===== src/rtl/hc_scan_mux_pkg.sv =====
// Shared encodings for the scanning channel selector.
// Mode and state values are fixed so other blocks can decode them directly.
package hc_scan_mux_pkg;

    localparam logic MODE_MAN  = 1'b0;
    localparam logic MODE_SCAN = 1'b1;

    typedef enum logic [1:0] {
        ST_DIS  = 2'd0,
        ST_MAN  = 2'd1,
        ST_SCAN = 2'd2
    } state_t;

    // Target state for this edge, decided only by the enable and mode pins.
    function automatic state_t next_state(input logic enn, input logic mode);
        if (enn)
            return ST_DIS;
        else if (mode == MODE_SCAN)
            return ST_SCAN;
        else
            return ST_MAN;
    endfunction

endpackage


===== src/rtl/hc_mux_sel.sv =====
// N:1 selector in AND-OR form: each channel is gated by its decoded select
// line and the gated channels are ORed together.
module hc_mux_sel #(
    parameter int WIDTH = 2,
    parameter int NSEL  = 2
) (
    input  logic [WIDTH*(2**NSEL)-1:0] din,
    input  logic [NSEL-1:0]            sel,
    output logic [WIDTH-1:0]           dout
);

    localparam int NCH = 2 ** NSEL;

    always_comb begin
        dout = '0;
        for (int i = 0; i < NCH; i++) begin
            dout = dout | (din[i*WIDTH +: WIDTH] & {WIDTH{sel == NSEL'(i)}});
        end
    end

endmodule


===== src/rtl/hc_scan_mux.sv =====
// Registered channel selector with manual select and an automatic scan mode
// that dwells a programmable number of cycles on each channel.
module hc_scan_mux
    import hc_scan_mux_pkg::*;
#(
    parameter int WIDTH = 2,
    parameter int NSEL  = 2,
    parameter int DWELL = 1
) (
    input  logic                       CLK,
    input  logic                       RST,
    input  logic [WIDTH*(2**NSEL)-1:0] IN,
    input  logic                       ENn,
    input  logic                       MODE,
    input  logic [NSEL-1:0]            SEL,
    output logic [WIDTH-1:0]           OUT,
    output logic [NSEL-1:0]            CUR_SEL,
    output logic                       VALID,
    output logic                       WRAP
);

    localparam int NCH = 2 ** NSEL;
    localparam int DW  = $clog2(DWELL) + 1;

    generate
        if (DWELL < 1) begin : g_bad_dwell
            $error("hc_scan_mux: DWELL must be at least 1");
        end
    endgenerate

    localparam logic [DW-1:0]   DWELL_LAST = DW'(DWELL - 1);
    localparam logic [NSEL-1:0] PTR_LAST   = NSEL'(NCH - 1);

    state_t          state;
    state_t          nxt;
    logic            last_scan;
    logic [NSEL-1:0] ptr;
    logic [DW-1:0]   dwell_cnt;
    logic [NSEL-1:0] mux_sel;
    logic [WIDTH-1:0] mux_data;
    logic            scan_restart;

    assign nxt     = next_state(ENn, MODE);
    assign mux_sel = (MODE == MODE_SCAN) ? ptr : SEL;

    // A scan entered after manual use starts over; after a pure disable it resumes.
    assign scan_restart = (state == ST_MAN) || ((state == ST_DIS) && !last_scan);

    hc_mux_sel #(
        .WIDTH (WIDTH),
        .NSEL  (NSEL)
    ) u_mux_sel (
        .din  (IN),
        .sel  (mux_sel),
        .dout (mux_data)
    );

    always_ff @(posedge CLK) begin
        if (RST) begin
            state     <= ST_DIS;
            last_scan <= 1'b1;
            ptr       <= '0;
            dwell_cnt <= '0;
            OUT       <= '0;
            CUR_SEL   <= '0;
            VALID     <= 1'b0;
            WRAP      <= 1'b0;
        end else begin
            state <= nxt;
            unique case (nxt)
                ST_MAN: begin
                    last_scan <= 1'b0;
                    OUT       <= mux_data;
                    CUR_SEL   <= SEL;
                    VALID     <= 1'b1;
                    WRAP      <= 1'b0;
                end
                ST_SCAN: begin
                    last_scan <= 1'b1;
                    if (scan_restart) begin
                        ptr       <= '0;
                        dwell_cnt <= '0;
                        VALID     <= 1'b0;
                        WRAP      <= 1'b0;
                    end else if (dwell_cnt == DWELL_LAST) begin
                        OUT       <= mux_data;
                        CUR_SEL   <= ptr;
                        VALID     <= 1'b1;
                        WRAP      <= (ptr == PTR_LAST);
                        ptr       <= ptr + 1'b1;
                        dwell_cnt <= '0;
                    end else begin
                        dwell_cnt <= dwell_cnt + 1'b1;
                        VALID     <= 1'b0;
                        WRAP      <= 1'b0;
                    end
                end
                default: begin
                    OUT   <= '0;
                    VALID <= 1'b0;
                    WRAP  <= 1'b0;
                end
            endcase
        end
    end

endmodule


===== config.mk =====
export PLATFORM = sky130hd
export DESIGN_NAME = hc_scan_mux
export DESIGN_NICKNAME = d
export VERILOG_FILES = /design/src/rtl/hc_scan_mux_pkg.sv /design/src/rtl/hc_mux_sel.sv /design/src/rtl/hc_scan_mux.sv
export SDC_FILE = /design/constraint.sdc
export NUM_CORES = 1
export LEC_CHECK = 0
export BUFFER_PORTS_ARGS = -buffer_cell sky130_fd_sc_hd__buf_4
export CORE_AREA = 2 2 39 41
export CTS_CLUSTER_SIZE = 28
export DETAILED_ROUTE_END_ITERATION = 12
export DIE_AREA = 0 0 41 43
export GPL_TIMING_DRIVEN = 0
export SETUP_SLACK_MARGIN = 0.2
export SLEW_MARGIN = 20
export SYNTH_ARGS = -nofsm -noshare
export SYNTH_HDL_FRONTEND = slang
export SYNTH_SLANG_ARGS = --single-unit

===== constraint.sdc =====
create_clock -name CLK -period 1.5 [get_ports CLK]
set_clock_uncertainty 0.05 [all_clocks]
set_input_delay 0.225 -clock CLK [delete_from_list [all_inputs] [get_ports CLK]]
set_output_delay 0.225 -clock CLK [all_outputs]
set_load 0.02 [all_outputs]

# Word level (Yosys, flattened, before mapping)
# Cells that the tools add are included.
# W data, S select, Z words.
totals:
  register_bits: 12
  inputBits: 14
  out_inout_bits: 6
  word_cells: 55
classes:
  n_addsub: 2
  n_eq_ne: 10
  muxes: 17
  bitwise_logic: 8
  n_reduce_logical: 10
ops:
  columns: ["operator", "n"]
  rows:
  - ["$mux W2", 9]
  - ["$and A2 B2 Y2", 4]
  - ["$eq A2 B2 Y1 const B", 4]
  - ["$pmux W2 S2", 2]
  - ["$eq A2 B1 Y1 const B", 3]
  - ["$or A2 B2 Y2", 3]
  - ["$logic_not A2 Y1", 2]
  - ["$mux W1", 4]
  - ["$ne A2 B2 Y1 const B", 2]
  - ["$pmux W1 S2", 2]
  - ["$reduce_and A2 Y1", 2]
  - ["$reduce_or A4 Y1", 1]
  - ["$reduce_and A3 Y1", 1]
  - ["$add A2 B1 Y2 const B", 1]
  - ["$ne A2 B1 Y1 const B", 1]
  - ["$reduce_bool A2 Y1", 1]
  - ["$add A1 B1 Y1 const B", 1]
  - ["$logic_and A1 B1 Y1", 1]
  - ["$logic_not A1 Y1", 1]
  - ["$logic_or A1 B1 Y1", 1]
  - ["$not A1 Y1", 1]

# Depth between registers and ports, before layout
# Gate-level depths: netlist of the first run.
logic_depth:
  depth_word: 9
  depth_mapped: 5
  ltp_nobuf: 4

# Cells and area by module
# From an unflattened synthesis of the first run, not the netlist that was laid out.
hier_totals:
  cells_unflattened: 53
  hier_area_um2: 569.3
by_module_without_submodules:
  columns: ["mod", "instances", "cells_per_inst", "area_per_inst_um2", "seq_area_each_um2"]
  rows:
  - ["hc_scan_mux", 1, 51, 516.7, 220.2]
  - ["hc_mux_sel", 1, 2, 52.6, 0.0]

# Least setup slack after synthesis of the first run
# OpenSTA, ideal clock, no wires.
synth_timing:
  path_type: "flip-flop to flip-flop"
  startpoint: "register ptr[0]"
  endpoint: "register OUT[0]"
  setup_ps: 130
  arrival_ps: 1188
  t_required_ps: 1320
  path_slack_ps: 132
  stages_incl_launch_ff: 5
  path_buffers: 0
  synth_period_minus_slack_ps: 1368
  path_cell_list: "dfxtp_1 > mux2_4 > mux4_2 > mux2i_1 > nor3_1"
synth_via:
  elab_chain_len: 9
  word_cells_on_any_way: 15
  classes_between: "eq/ne (3); mux (4); bitwise (7); reduce/logical (1)"
synth_rtl:
  columns: ["element", "line", "text"]
  rows:
  - ["start, declared", "hc_scan_mux.sv:37", "logic [NSEL-1:0] ptr;"]
  - ["start signal, assigned", "hc_scan_mux.sv:90", "ptr <= ptr + 1'b1;"]
  - ["$mux W2 *", "hc_scan_mux.sv:44", "assign mux_sel = (MODE == MODE_SCAN) ? ptr : SEL;"]
  - ["$eq A2 B1 Y1 / $logic_not A2 Y1 (equally long branches)", "hc_mux_sel.sv:17", "dout = dout | (din[i*WIDTH +: WIDTH] & {WIDTH{sel == NSEL'(i)}});"]
  - ["$and A2 B2 Y2", "hc_mux_sel.sv:17", null]
  - ["$or A2 B2 Y2 (2 in series)", "hc_mux_sel.sv:17", null]
  - ["$or A2 B2 Y2 *", "hc_mux_sel.sv:17", null]
  - ["$mux W2", "hc_scan_mux.sv:85", "end else if (dwell_cnt == DWELL_LAST) begin"]
  - ["$mux W2", "hc_scan_mux.sv:80", "if (scan_restart) begin"]
  - ["$pmux W2 S2 *", "hc_scan_mux.sv:70", "unique case (nxt)"]
  - ["end signal, assigned", "hc_scan_mux.sv:73", "OUT <= mux_data;"]
  - ["end signal, assigned", "hc_scan_mux.sv:86", "OUT <= mux_data;"]
  - ["end, declared", "hc_scan_mux.sv:16", "output logic [WIDTH-1:0] OUT,"]
# Mark *: on every way between the ends. The rest lies on a longest branch, timed or not. The select of a mux whose other input is x is not followed.
# A chain may end at the register's enable or synchronous reset.

# Worst setup path in the final report of the first run
# Same ends and word-level chain as after synthesis.

==> results.py, run 1 <==
metrics = {
    "status": {
        "status": "completed",
    },
    "logic_synthesis": {
        "ys_ff_latch": 11,
        "synth_fa_ha_area_frac": 0.02604,
        "synth_nets": 60,
        "synth_compound_area_frac": 0.07813,
        "syn_area_per_cell_sq_um": 10.68,
        "yosysTopAreaCellShare": 0.4583,
        "synth_area_sq_um": 480.5,
        "synthDistinctLibCells": 19,
        "synthTopCellsByArea": "dfxtp_1, mux2i_1, mux4_2",
        "synth_top_family_by_area": "multiplexers",
        "synthCells": 45,
        "synth_top_area_cell": "dfxtp_1",
        "synth-seq-area-share": 0.4583,
        "yosys.area_share.simple": 0.1589,
        "synthMuxAreaShare": 0.2526,
        "synth_xor_area_frac": 0,
        "yosysWarnings": 0,
    },
    "worst_setup_path": {
        "cp_slowest_cell": "mux4_2",
        "ff2ff_setup_slack_ns": 0.13,
        "r2r-end": "OUT[0]",
        "path_cells": "mux2_4 -> mux4_2 -> mux2i_1 -> nor3_1",
        "endpoint_kind": "flip-flop",
        "startpoint": "ptr[0]",
        "critical_path_class": "reg2reg",
        "worst-path-max-fanout": 2,
        "critPathRequiredTime_ns": 1.59,
        "critical_path_cell_count": 4,
        "reg2reg_depth": 4,
        "cp.arrival_ns": 1.46,
        "crit_end": "OUT[0]",
        "startpoint_type": "flip-flop",
        "path_delay_family": "multiplexers",
        "reg2reg_from": "ptr[0]",
        "cp.buffers_inverters": 0,
        "slowest_delay_ns": 0.41,
    },
    "clock_network": {
        "cts_num_sinks": 11,
        "cts_max_level": 1,
        "clkSlewWorstSetupHoldPaths_ns": 0.06,
        "cts_tree": "built",
        "insertion_delay_ns": 0.26,
        "cts_made_buffers": 3,
        "ctsHoldBuffers": 0,
        "root_buffer": "clkbuf_4",
        "cts.path.max_buffers": 2,
    },
    "worst_hold_path": {
        "min_path_type": "in2reg",
        "min-delay-start": "MODE",
    },
    "sta": {
        "setup_violations": 0,
        "tns_ns": 0,
        "tightestPinTransition_ns": 0.4198,
        "slew_viol_final": 0,
        "rsz0062_at_grt": "yes",
        "hold_viol": 0,
        "max_clock_freq_mhz": 727.5,
        "slew-limit-headroom": 0.7201,
        "fin_crit_sh": 0.9164,
        "final.min_clock_period_ns": 1.375,
    },
    "global_route": {
        "grt_max_degree": 11,
        "antenna_found_initial": 0,
        "gr-total-overflow": 0,
        "track_usage": 0.1426,
        "grt_pass1_vias": 380,
        "grt_pass1_wl_microns": 1614,
    },
    "drt": {
        "drc": 0,
        "ant_nets": 0,
        "vias_per_cell": 4.788,
        "drt_iter0_markers": 4,
        "drt_first_pass_iters": 2,
        "wl_per_cell_microns": 11.45,
        "num_vias": 407,
        "wirelength_microns": 973,
    },
    "die": {
        "fp.coreArea_sq_mm": 0.001384,
        "dieArea_sq_mm": 0.001763,
        "row_count": 14,
        "dieWidth_microns": 41,
        "fp.dieH_microns": 43,
        "ios": 20,
        "start_util": 0.3472,
    },
    "layout": {
        "ff_latch_area_sq_um": 221.5,
        "diodes": 0,
        "drive_above_1_share": 0.4203,
        "final_cell_mix": "buf_4, dfxtp_1, mux2i_1, nor2_1",
        "multiInputGateArea_sq_um": 247.7,
        "layout_commonest_cell": "buf_4",
        "areaGrowthSynthToFinish_pct": 41.15,
        "n_fill_cell": 128,
        "num-nets-final": 85,
    },
    "power_and_ir_drop": {
        "power_mw": 0.6357,
        "power_density_mw_per_mm2": 937.4,
        "vdd_drop_max_mv": 0.7977,
        "power_leakage_nw": 0.3274,
    },
    "placed_design": {
        "io_buffers": 19,
        "hpwl_microns": 758.2,
        "place_congestion": 0.6726,
    },
    "job": {
        "maxCapViolations": 0,
    },
}
[power breakdown]
part / internal, mW / switching (mW)
registers: 0.308 / 0.00742
logic: 0.0709 / 0.0545
clock network: 0.103 / 0.0918
[metrics by stage]
stage | instances | worst slack [ns] | util | hold WS, ns | instance area (sq um)
after floorplan | 45 | 0.1486 | - | 0.2518 | 481.7
after global routing | 85 | 0.02276 | 0.4901 | 0.1036 | 678.2
after detailed placement | 80 | 0.01993 | 0.4656 | 0.3915 | 644.4
after CTS | 85 | 0.1061 | 0.4901 | 0.1044 | 678.2
after global placement | 80 | 0.02414 | 0.4656 | 0.3902 | 644.4
final | 85 | 0.1254 | 0.4901 | 0.1123 | 678.2
[worst register-to-register path, delay by kind of cell, from the launching register on]
family	cells	cell delay, ns
flops	1	0.32
mux	3	0.82
simple gates	1	0.06
[state kept, by name (all words and copies together), names as in the netlist]
| register | count |
|---|---|
| last_scan | 1 |
| ptr | 2 |
| state | 2 |
| WRAP | 1 |
| CUR_SEL | 2 |
| OUT | 2 |
| VALID | 1 |
[synth_stat cells]
cell / instances
nand2b_1: 1
inv_1: 1
nand2_1: 2
mux2_2: 1
ha_1: 1
and3b_1: 1
or2b_1: 1
mux4_2: 2
nor2_1: 5
dfxtp_1: 11
clkbuf_1: 1
a22oi_1: 1
a21oi_1: 3
mux2_4: 1
buf_2: 1
nor3_1: 3
a211oi_1: 2
mux2i_1: 5
nor2b_1: 2
[how the worst min path moves through the flow]
stage	endpoint	slack [ns]	depth (start not counted)
6_report	state[0]	0.11	2
5_1_grt	state[0]	0.10	2
2_1_floorplan	state[0]	0.25	1
3_5_place_dp	state[0]	0.39	2
4_1_cts	state[0]	0.10	2
3_3_place_gp	state[0]	0.39	2
[cell type report]
cell class / count / area share
multi-input cells: 31 / 0.3653
flip-flops and latches: 11 / 0.3266
repair buffers: 20 / 0.2214
clock buffers: 4 / 0.03875
well taps: 16 / 0.02952
plain buffers: 2 / 0.01292
inverters: 1 / 0.005535
[cells by family after synthesis]
| family | after synthesis |
|---|---|
| simple gates | 15 |
| buf+inv | 3 |
| flops | 11 |
| mux | 9 |
| compound gates | 6 |
| fa+ha+maj | 1 |
[layer usage]
metal / track usage / share of wire
met1: 0.1579 / 0.42
met2: 0.2063 / 0.49
met3: 0.09424 / 0.075
met4: 0.06000 / 0.011
met5: 0 / 0
[what timing repair did]
action,CTS,global route
setup buffers,1,0
endpoints found under the hold margin,0,0
resized for setup,0,0
endpoints found under the setup margin,2,2
gates cloned,0,0
Note: power is estimated with default switching activity, not from simulation.
==> run 2, diff against run 1 <==
Settings changed: CELL_PAD_IN_SITES_DETAIL_PLACEMENT set to 0, CELL_PAD_IN_SITES_GLOBAL_PLACEMENT set to 1, CORE_AREA 2 2 39 41 to not set, CORE_MARGIN set to 2, CORE_UTILIZATION set to 32, DIE_AREA 0 0 41 43 to not set, PLACE_DENSITY_LB_ADDON set to 0.1.
==> results.py, run 2 (synthesis gave the netlist of run 1 again) <==
metrics = {
    "worst_setup_path": {
        "critPathRequiredTime_ns": 1.60,
        "cp.arrival_ns": 1.49,
        "path_cells": "mux2_4 -> mux4_2 -> mux2i_1 -> nor3_1",
        "startpoint_type": "flip-flop",
        "worst-path-max-fanout": 2,
        "cp_slowest_cell": "mux4_2",
        "endpoint_kind": "flip-flop",
        "critical_path_class": "reg2reg",
        "slowest_delay_ns": 0.43,
        "cp.buffers_inverters": 0,
        "path_delay_family": "multiplexers",
    },
    "layout": {
        "diodes": 0,
        "drive_above_1_share": 0.4348,
        "final_cells": 84,
        "areaGrowthSynthToFinish_pct": 41.67,
        "n_fill_cell": 143,
        "layout_commonest_cell": "buf_4",
        "final_cell_mix": "buf_4, dfxtp_1, mux2i_1, nor2_1",
        "num-nets-final": 85,
        "final_area_sq_um": 680.7,
    },
    "die": {
        "ios": 20,
        "row_count": 13,
        "dieWidth_microns": 42.75,
        "start_util": 0.3559,
        "fp.coreArea_sq_mm": 0.001350,
        "fp.dieH_microns": 42.75,
        "dieArea_sq_mm": 0.001828,
    },
    "clock_network": {
        "cts_max_level": 1,
        "cts_tree": "built",
        "cts_made_buffers": 3,
        "cts_num_sinks": 11,
        "root_buffer": "clkbuf_4",
        "ctsHoldBuffers": 0,
        "insertion_delay_ns": 0.27,
        "cts.path.max_buffers": 2,
        "clkSlewWorstSetupHoldPaths_ns": 0.07,
    },
    "drt": {
        "wl_per_cell_microns": 11.73,
        "drc": 0,
        "drt_first_pass_iters": 1,
        "vias_per_cell": 4.857,
        "drt_iter0_markers": 0,
        "num_vias": 408,
        "wirelength_microns": 985,
        "ant_nets": 0,
    },
    "placed_design": {
        "io_buffers": 19,
        "dp.cells": 79,
        "place_congestion": 0.6744,
        "placed_cell_area_sq_um": 643.1,
    },
    "sta": {
        "tightestPinTransition_ns": 0.4462,
        "rsz0062_at_grt": "yes",
        "final.min_clock_period_ns": 1.395,
        "max_clock_freq_mhz": 717.0,
        "fin_crit_sh": 0.9298,
        "slew_viol_final": 0,
        "setup_violations": 0,
        "tns_ns": 0,
        "hold_viol": 0,
        "slew-limit-headroom": 0.7026,
    },
    "global_route": {
        "track_usage": 0.1323,
        "grt_max_degree": 11,
        "gr-total-overflow": 0,
        "antenna_found_initial": 0,
        "grt_pass1_wl_microns": 1711,
        "grt_pass1_vias": 390,
    },
    "power_and_ir_drop": {
        "power_leakage_nw": 0.3276,
        "vdd_drop_max_mv": 0.4966,
        "power_density_mw_per_mm2": 946.5,
    },
    "status": {
        "status": "completed",
    },
    "worst_hold_path": {
        "min_path_type": "in2reg",
    },
    "job": {
        "maxCapViolations": 0,
    },
}
[run 2: changes by cell type in the layout (fill, tap and decap cells not counted)]
cell	previous run	this run
a21oi_1	3	2
a21oi_2	0	1
[run 2: final timing paths]
path	from	endpoint	slack (ns)	cells after the start
worst min register to register	last_scan	last_scan	0.43	2
worst max-delay path	ptr[0]	OUT[1]	0.11	4
worst max register to register	ptr[0]	OUT[1]	0.11	4
worst min-delay path	MODE	state[0]	0.11	2
[run 2: area by class of cell]
| type | instances | area, sq um | area share |
|---|---|---|---|
| Sequential cell | 11 | 221.5 | 0.3254 |
| Tap cell | 15 | 18.77 | 0.02757 |
| Timing Repair Buffer | 20 | 150.1 | 0.2206 |
| Inverter | 1 | 3.754 | 0.005515 |
| Multi-Input combinational cell | 31 | 251.5 | 0.3695 |
| Buffer | 2 | 8.758 | 0.01287 |
| Clock buffer | 4 | 26.28 | 0.03860 |
[run 2: per-stage QoR]
step | power (mW) | setup WS [ns] | utilization | hold slack [ns]
6_report | 0.6442 | 0.1053 | 0.5042 | 0.1052
2_1_floorplan | 0.3927 | 0.1486 | - | 0.2518
3_5_place_dp | 0.4485 | -0.009351 | 0.4764 | 0.3946
4_1_cts | 0.6586 | 0.08859 | 0.5014 | 0.09410
5_1_grt | 0.6819 | 0.05037 | 0.5042 | 0.1017
3_3_place_gp | 0.4474 | 0.002984 | 0.4764 | 0.3884
[run 2: what timing repair did]
item / 4_1_cts / 5_1_grt
buffers inserted: 1 / 0
setup endpoints to repair: 2 / 4
resized for setup: 0 / 1
[run 2: power breakdown]
part / switching [mW] / leakage [nW] / internal (mW)
logic: 0.0570 / 0.222 / 0.0713
clock network: 0.0979 / 0.0150 / 0.103
registers: 0.00686 / 0.0908 / 0.308
[run 2: routing by layer]
layer  GRT usage  part of all wire  vias to the layer above
li1            -                 -                      209
met1      0.1451              0.42                      180
met2      0.1848              0.45                       14
met3     0.06809             0.095                        5
met4      0.1125             0.031                        0
met5           0                 0                        -
[run 2: worst reg2reg max path, cell delays in order, from the launching register on]
cell	delay, ns
dfxtp_2	0.32
mux2_4	0.27
mux4_2	0.43
mux2i_1	0.15
nor3_1	0.05
